`src/rtl/pool_window_fetch.sv`:
```
// Walks a row-major feature map in BRAM and gathers each non-overlapping X*Y
// pooling window into one flattened vector behind a valid/ready handshake.
module pool_window_fetch #(
  parameter int DEPTH  = 8,
  parameter int X      = 3,
  parameter int Y      = 3,
  parameter int IMG_W  = 9,
  parameter int IMG_H  = 9,
  parameter int ADDR_W = 7
) (
  input  logic                  clk,
  input  logic                  rst,
  input  logic                  start,
  output logic                  busy,
  output logic                  done,
  output logic                  bram_en,
  output logic [ADDR_W-1:0]     bram_addr,
  input  logic [DEPTH-1:0]      bram_dout,
  output logic [DEPTH*X*Y-1:0]  win_data,
  output logic                  win_valid,
  input  logic                  win_ready,
  output logic [ADDR_W-1:0]     win_col,
  output logic [ADDR_W-1:0]     win_row
);

  localparam int NWC    = IMG_W / X;
  localparam int NWR    = IMG_H / Y;
  localparam int NPIX   = X * Y;
  localparam int LANE_W = (NPIX > 1) ? $clog2(NPIX) : 1;
  localparam bit NO_WIN = (NWC == 0) || (NWR == 0);

  localparam logic [ADDR_W-1:0] X_LAST  = ADDR_W'(X - 1);
  localparam logic [ADDR_W-1:0] Y_LAST  = ADDR_W'(Y - 1);
  localparam logic [ADDR_W-1:0] WC_LAST = ADDR_W'(NWC - 1);
  localparam logic [ADDR_W-1:0] WR_LAST = ADDR_W'(NWR - 1);
  localparam logic [ADDR_W-1:0] X_A     = ADDR_W'(X);
  localparam logic [ADDR_W-1:0] Y_A     = ADDR_W'(Y);
  localparam logic [ADDR_W-1:0] W_A     = ADDR_W'(IMG_W);

  typedef enum logic [2:0] {IDLE, READ, FILL, PRESENT, DONE} state_t;

  state_t              state_reg, state_next;
  logic [ADDR_W-1:0]   pix_i_reg, pix_j_reg, wc_reg, wr_reg;
  logic [LANE_W-1:0]   lane_reg, cap_lane_reg;
  logic                cap_en_reg;
  logic                last_read, last_win, xfer;

  assign last_read = (pix_i_reg == X_LAST) && (pix_j_reg == Y_LAST);
  assign last_win  = (wc_reg == WC_LAST) && (wr_reg == WR_LAST);
  assign xfer      = (state_reg == PRESENT) && win_ready;

  always_ff @(posedge clk) begin
    if (rst) state_reg <= IDLE;
    else     state_reg <= state_next;
  end

  always_comb begin
    state_next = state_reg;
    case (state_reg)
      IDLE:    if (start) state_next = NO_WIN ? DONE : READ;
      READ:    if (last_read) state_next = FILL;
      FILL:    state_next = PRESENT;
      PRESENT: if (win_ready) state_next = last_win ? DONE : READ;
      DONE:    state_next = IDLE;
      default: state_next = IDLE;
    endcase
  end

  // Pixel counters stop on the final read so bram_addr keeps its last value
  // until the next window's reads begin.
  always_ff @(posedge clk) begin
    if (rst) begin
      pix_i_reg    <= '0;
      pix_j_reg    <= '0;
      wc_reg       <= '0;
      wr_reg       <= '0;
      lane_reg     <= '0;
      cap_lane_reg <= '0;
      cap_en_reg   <= 1'b0;
    end else begin
      cap_en_reg   <= (state_reg == READ);
      cap_lane_reg <= lane_reg;
      if (state_reg == IDLE && start) begin
        pix_i_reg <= '0;
        pix_j_reg <= '0;
        wc_reg    <= '0;
        wr_reg    <= '0;
        lane_reg  <= '0;
      end
      if (state_reg == READ && !last_read) begin
        lane_reg <= lane_reg + 1'b1;
        if (pix_i_reg == X_LAST) begin
          pix_i_reg <= '0;
          pix_j_reg <= pix_j_reg + 1'b1;
        end else begin
          pix_i_reg <= pix_i_reg + 1'b1;
        end
      end
      if (xfer && !last_win) begin
        pix_i_reg <= '0;
        pix_j_reg <= '0;
        lane_reg  <= '0;
        if (wc_reg == WC_LAST) begin
          wc_reg <= '0;
          wr_reg <= wr_reg + 1'b1;
        end else begin
          wc_reg <= wc_reg + 1'b1;
        end
      end
    end
  end

  assign bram_addr = (wr_reg * Y_A + pix_j_reg) * W_A + wc_reg * X_A + pix_i_reg;

  // Each lane captures the BRAM word one cycle after its read was issued.
  for (genvar gi = 0; gi < NPIX; gi++) begin : g_lane
    logic [DEPTH-1:0] pix_reg;
    always_ff @(posedge clk) begin
      if (rst) pix_reg <= '0;
      else if (cap_en_reg && cap_lane_reg == LANE_W'(gi)) pix_reg <= bram_dout;
    end
    assign win_data[gi*DEPTH +: DEPTH] = pix_reg;
  end

  assign busy      = (state_reg == READ) || (state_reg == FILL) || (state_reg == PRESENT);
  assign done      = (state_reg == DONE);
  assign bram_en   = (state_reg == READ);
  assign win_valid = (state_reg == PRESENT);
  assign win_col   = wc_reg;
  assign win_row   = wr_reg;

endmodule

```
`config.mk`:
```
export PLATFORM = sky130hd
export DESIGN_NAME = pool_window_fetch
export DESIGN_NICKNAME = d
export VERILOG_FILES = /design/src/rtl/pool_window_fetch.sv
export SDC_FILE = /design/constraint.sdc
export NUM_CORES = 1
export LEC_CHECK = 0
export CORE_ASPECT_RATIO = 0.9
export CORE_MARGIN = 4
export CORE_UTILIZATION = 42
export CTS_CLUSTER_DIAMETER = 40
export DETAILED_ROUTE_END_ITERATION = 8
export PLACE_DENSITY_LB_ADDON = 0.12
export SYNTH_ARGS = -nofsm -noshare
export SYNTH_HDL_FRONTEND = slang
export SYNTH_SLANG_ARGS = --single-unit
export TNS_END_PERCENT = 30
```
`constraint.sdc`:
```
create_clock -name clk -period 15.75 [get_ports clk]
set_input_delay 1.575 -clock clk [delete_from_list [all_inputs] [get_ports clk]]
set_output_delay 1.575 -clock clk [all_outputs]
set_load 0.02 [all_outputs]
```
==> metrics <==
CP Max Fanout=9; Hold Vio Cnt, Final=0; Synth area leader=dfxtp_1; PD cells=82.18 nW/µm²; initial antenna violation count=0; post-layout util=54.22%; vias per inst=5.151; EDFF count, synth=0; Crit Path Class=flop to primary output; Async SR Flop Fraction=0%; max reg flops=72; GRT overflow=0; CTS Root Cell=clkbuf_16; area grow syn2layout=25.94%; RSZ-0062 raised after global routing=no; Mapped Area=5774 µm²; Slew HR=33.52%; count leader, synth=dfxtp_1; Layout Nets=778; vias in the first global route=4602; Max Clock Freq=135.3 MHz; I/O Pins=109; total wire length=13970 µm; Core ar.=13410 µm²; Most used DFF post-synth=dfxtp_1; Remaining DRCs=0; reg2reg start=win_row[2]; final setup TNS=0 ps; fillers=1208; pin count of the biggest net entering global routing=95; clk slew on worst S/H paths=70 ps; worst reg2reg setup slack=13190 ps; most used cell along the critical path=inv_1; die area=15690 µm²; std cell rows=40; Total GRT Usage=18.22%; CTS tree=built; post-synthesis register bit count=112; cell family with most CP delay=adder cells; final critical-path share of the clock period=46.92%; Worst EP arrival=5820 ps; Initial DRT Pass Iterations=4; Critical-path top delay cell=clkdlybuf4s50_1; Mapped Nets=688; Die X=131.6 µm; Critical path buffers and inverters=7; Netlist cell types=48; initial DRC count=318; Clock Skew=9.264 ps; post-cts sizing count=0; first-pass GRT wire length=23450 µm; Slew Viols, Final=0; Reg2Reg Depth=6; DR vias=4533; worst hold slack=483.7 ps; Avg Inst Size Synth=9.359 µm²; diode count=0; maxcap violations=0; Final ANT Viol Nets=0; most frequent cells after synthesis=dfxtp_1 (112), nor2_1 (107), mux2i_1 (72); Detail Placement HPWL=10200 µm; WP data required=14180 ps; clock buffer count from CTS=9; Port Buffers=108; Final setup viols=0; clock sinks=112; P_leak=3.174 nW; CP endpoint=bram_addr[6]; Synth top area share=38.83%; Initial Util=43.05%; Die Ht=119.2 µm; clock buffer depth=2; worst r2r dst=win_row[5]; CTS Hold Buffers Added=0; Slew @ Worst Pin=997.2 ps; min Tclk post-route=7390 ps; Hold Crit Class=flop to flop; stages on the worst setup path=18; Final Total Pwr=0.0005976 W; Critical Path Source=win_row[0]; Peak VDD IR=65.73 µV; status=complete, no violations; Cell Chain, Critical Path=inv_1 -> fa_1 -> inv_1 -> ha_1 -> fa_1 -> fa_1 -> inv_1 -> fa_1 -> inv_1 -> ha_1 -> inv_1 -> fa_1 -> inv_1 -> ha_1 -> a21oi_1 -> o21ai_0 -> xor3_1 -> clkdlybuf4s50_1; Non-Filler Instances=880; layout cells sized above 1=4.635%; Area contributors post-synth=dfxtp_1 (39%), mux2i_1 (12%), ha_1 (8.9%); synth warn=0; Setup crit end kind=primary output; Worst-Skew Late Latency=350 ps; GP Congestion=0.8392; setup bufs post-CTS=0; share of synthesized area occupied by flip-flops and latches=38.83%; Max stage delay on crit path=600 ps; Routed WL per cell=15.87 µm; Setup crit start kind=flop; Placed Instances=864; H-tree levels=3; Cells after Synth=617
[report_power, final]
group / switching [W] / internal [W] / total (W)
logic: 0.0000413 / 0.0000239 / 0.0000652
clock network: 0.000108 / 0.000130 / 0.000239
registers: 0.00000581 / 0.000288 / 0.000294
[layout make-up]
class / instances / area (µm²) / share of cell area, %
clock buffer: 10 / 239.0 / 3.286
timing repair buffer: 111 / 1099 / 15.11
clock inverter: 6 / 73.82 / 1.015
inverter: 46 / 175.2 / 2.409
tap: 168 / 210.2 / 2.891
multi-input combinational: 427 / 3233 / 44.46
sequential: 112 / 2242 / 30.83
[routing by layer]
layer | GRT usage (%) | wire (µm) | vias up
li1 | - | - | 2240
met1 | 25.44 | 6693 | 2166
met2 | 28.77 | 6293 | 114
met3 | 4.603 | 827 | 13
met4 | 3.675 | 152 | 0
met5 | 0 | 0 | -
[worst min-delay path by stage]
stage                start              end  slack (ps)  depth (start not counted)
6_report       lane_reg[3]  cap_lane_reg[3]         480                          1
5_1_grt        lane_reg[3]  cap_lane_reg[3]         510                          1
4_1_cts        lane_reg[3]  cap_lane_reg[3]         480                          1
3_5_place_dp   lane_reg[3]  cap_lane_reg[3]         470                          1
3_3_place_gp   lane_reg[3]  cap_lane_reg[3]         470                          1
2_1_floorplan  lane_reg[3]  cap_lane_reg[3]         460                          1
[metrics by stage]
| stage | worst slack [ps] | area, µm² |
|---|---|---|
| 6_report | 8360 | 7272 |
| 3_5_place_dp | 8718 | 6959 |
| 3_3_place_gp | 8797 | 6959 |
| 4_1_cts | 8319 | 7272 |
| 2_1_floorplan | 9269 | 5774 |
| 5_1_grt | 8029 | 7272 |
[cell families after synthesis]
family / synth area share [%]
AO/OA/AOI/OAI: 8.039
multiplexers: 12.68
XOR/XNOR: 3.445
flip-flops: 38.83
adder cells (fa/ha/maj): 15.12
buffers and inverters: 5.179
AND/OR/NAND/NOR: 16.71
[cell usage in the layout, fill, tap and decap left out, types with 6 or more instances in the layout]
cell             Yosys  final
a21oi_1             38     38
and3_1               6      6
clkbuf_16            0      9
clkdlybuf4s50_1      0    107
dfxtp_1            112    112
fa_1                18     18
ha_1                41     41
inv_1               45     45
mux2i_1             72     72
nand2_1             15     15
nand3_1              9      9
nand3b_1             7      7
nor2_1             107    107
nor2b_1              7      7
o21ai_0             17     17
or3_1                8      8
xnor2_1             16     16
Power figures use the tool's default switching activity.
==> patch: new RTL, same settings <==
Reset style: asynchronous (`rst`), changed in 3 clocked blocks.
--- a/src/rtl/pool_window_fetch.sv
+++ b/src/rtl/pool_window_fetch.sv
@@ -51,3 +51,3 @@
 
-  always_ff @(posedge clk) begin
+  always_ff @(posedge clk or posedge rst) begin
     if (rst) state_reg <= IDLE;
@@ -70,3 +70,3 @@
   // until the next window's reads begin.
-  always_ff @(posedge clk) begin
+  always_ff @(posedge clk or posedge rst) begin
     if (rst) begin
@@ -117,3 +117,3 @@
     logic [DEPTH-1:0] pix_reg;
-    always_ff @(posedge clk) begin
+    always_ff @(posedge clk or posedge rst) begin
       if (rst) pix_reg <= '0;
Function: differs if rst is asserted again (counterexample within 4 cycles, from zero or initial values and one cycle with rst high); with rst held inactive, the same outputs for 10 cycles.
==> patch against the original RTL <==
  * Critical path depth unchanged
  * Critical path type unchanged
  * Sequential cell count unchanged
  * Area after synthesis increased by 2.3%
  * Via count decreased by 11%
  * Wire length decreased by 1.4%
  * Setup slack improved by 130 ps
  * Register-to-register slack improved by 40 ps
  * Sequential share of layout area increased by 6.5 points
  * Global-route usage decreased by 0.38 points
  * Worst hold slack got worse by 42 ps
  * Cell area increased by 3.1%
Power is left out: the tool's default activity adds up to more than one toggle a clock period on the data nets, which glitch-free logic cannot reach.
==> patch: results (changes against the original RTL) <==
| Metric | Value |
|---|---|
| Hpwl dp | `10300 µm (+0.67%)` |
| Synth unique cells | `44 (-8.3%)` |
| DRT Wirelength | `13800 µm (-1.4%)` |
| Critical Path AT | `5680 ps (-140 ps)` |
| Syn Nets | `562 (-18%)` |
| R2R Setup Slk | `13230 ps (+40 ps)` |
| Worst hold stages | `0 (-1)` |
| Avg WL per Cell | `17.3 µm (+9.0%)` |
| Layout cells sized above 1 | `16.8% (+12 points)` |
| Setup crit start | `win_row[0]` |
| Slew HR | `30.0% (-3.5 points)` |
| Vias in the first global route | `4222 (-8.3%)` |
| Top post-synthesis cells by area | `dfrtp_1 47%, mux2_2 14%, ha_1 8.7%` |
| Clock skew | `6.30 ps (-2.96 ps)` |
| Via density | `5.06 (-1.7%)` |
| Async set-or-reset flop fraction in the synthesized netlist | `100% (+100 points)` |
| Hold slack | `442 ps (-41.8 ps)` |
| Fin nets | `673 (-13%)` |
| Placed cells | `780 (-9.7%)` |
| Pre-CTS setup slack | `8840 ps (+117 ps)` |
| Pin count of the biggest net entering global routing | `85 (-11%)` |
| Max stage delay on crit path | `550 ps (-50 ps)` |
| Worst hold endpoint | `cap_lane_reg[3]` |
| Worst Path Max Fanout | `8 (-1)` |
| Path depth of the worst reg2reg path | `7 (+1)` |
| Reg2reg start | `pix_j_reg[0]` |
| RePlAce Congestion | `0.837 (-0.31%)` |
| Post-layout minimum cycle time | `7260 ps (-135 ps)` |
| First-pass GRT wire length | `22700 µm (-3.1%)` |
| Dpl cell area | `7190 µm² (+3.4%)` |
| # fillers | `1189 (-1.6%)` |
| Sequential-to-total area share from yosys stat | `47.5% (+8.6 points)` |
| R2r endpoint | `pix_j_reg[2]` |
| Outcome | `completed` |
-- patch: cell count changes after synthesis, moves of 19 or more --
| cell | unedited run | this run |
|---|---|---|
| dfxtp_1 | 112 | 0 |
| mux2i_1 | 72 | 2 |
| dfrtp_1 | 0 | 112 |
| a21oi_1 | 38 | 19 |
| nor2_1 | 107 | 14 |
| mux2_2 | 1 | 73 |
-- patch: cell type report --
class / count / area, µm² / share of cell area [%]
Clock buffer: 11 / 243 / 3.24
Clock inverter: 5 / 62.6 / 0.834
Inverter: 47 / 179 / 2.39
Multi-Input combinational cell: 322 / 2880 / 38.4
Sequential cell: 112 / 2800 / 37.4
Tap cell: 189 / 236 / 3.15
Timing Repair Buffer: 110 / 1100 / 14.6
-- patch: cell families (layout without fill, tap and decap cells) --
logic type,after synthesis,after routing,share of synthesized area [%]
AO/OA/AOI/OAI,69,69,6.89
adder cells (fa/ha/maj),59,59,14.8
buffers and inverters,57,173,3.77
multiplexers,75,75,14.3
flip-flops,112,112,47.5
AND/OR/NAND/NOR,96,96,9.17
XOR/XNOR,23,23,3.67
-- patch: metal layers --
metal  share of wire (%)  wire length (µm)  GRT usage (%)
met1                  48              6600           24.8
met2                  47              6470           28.4
met3                 4.1               569           4.41
met4                0.95               131           3.90
met5                   0                 0              0
-- patch: worst max-delay path, delay by kind of cell, from the launching register on --
| family | cells | cell delay, ps |
|---|---|---|
| XOR/XNOR | 5 | 970 |
| adder cells (fa/ha/maj) | 7 | 2970 |
| buffers and inverters | 6 | 870 |
| flip-flops | 1 | 490 |
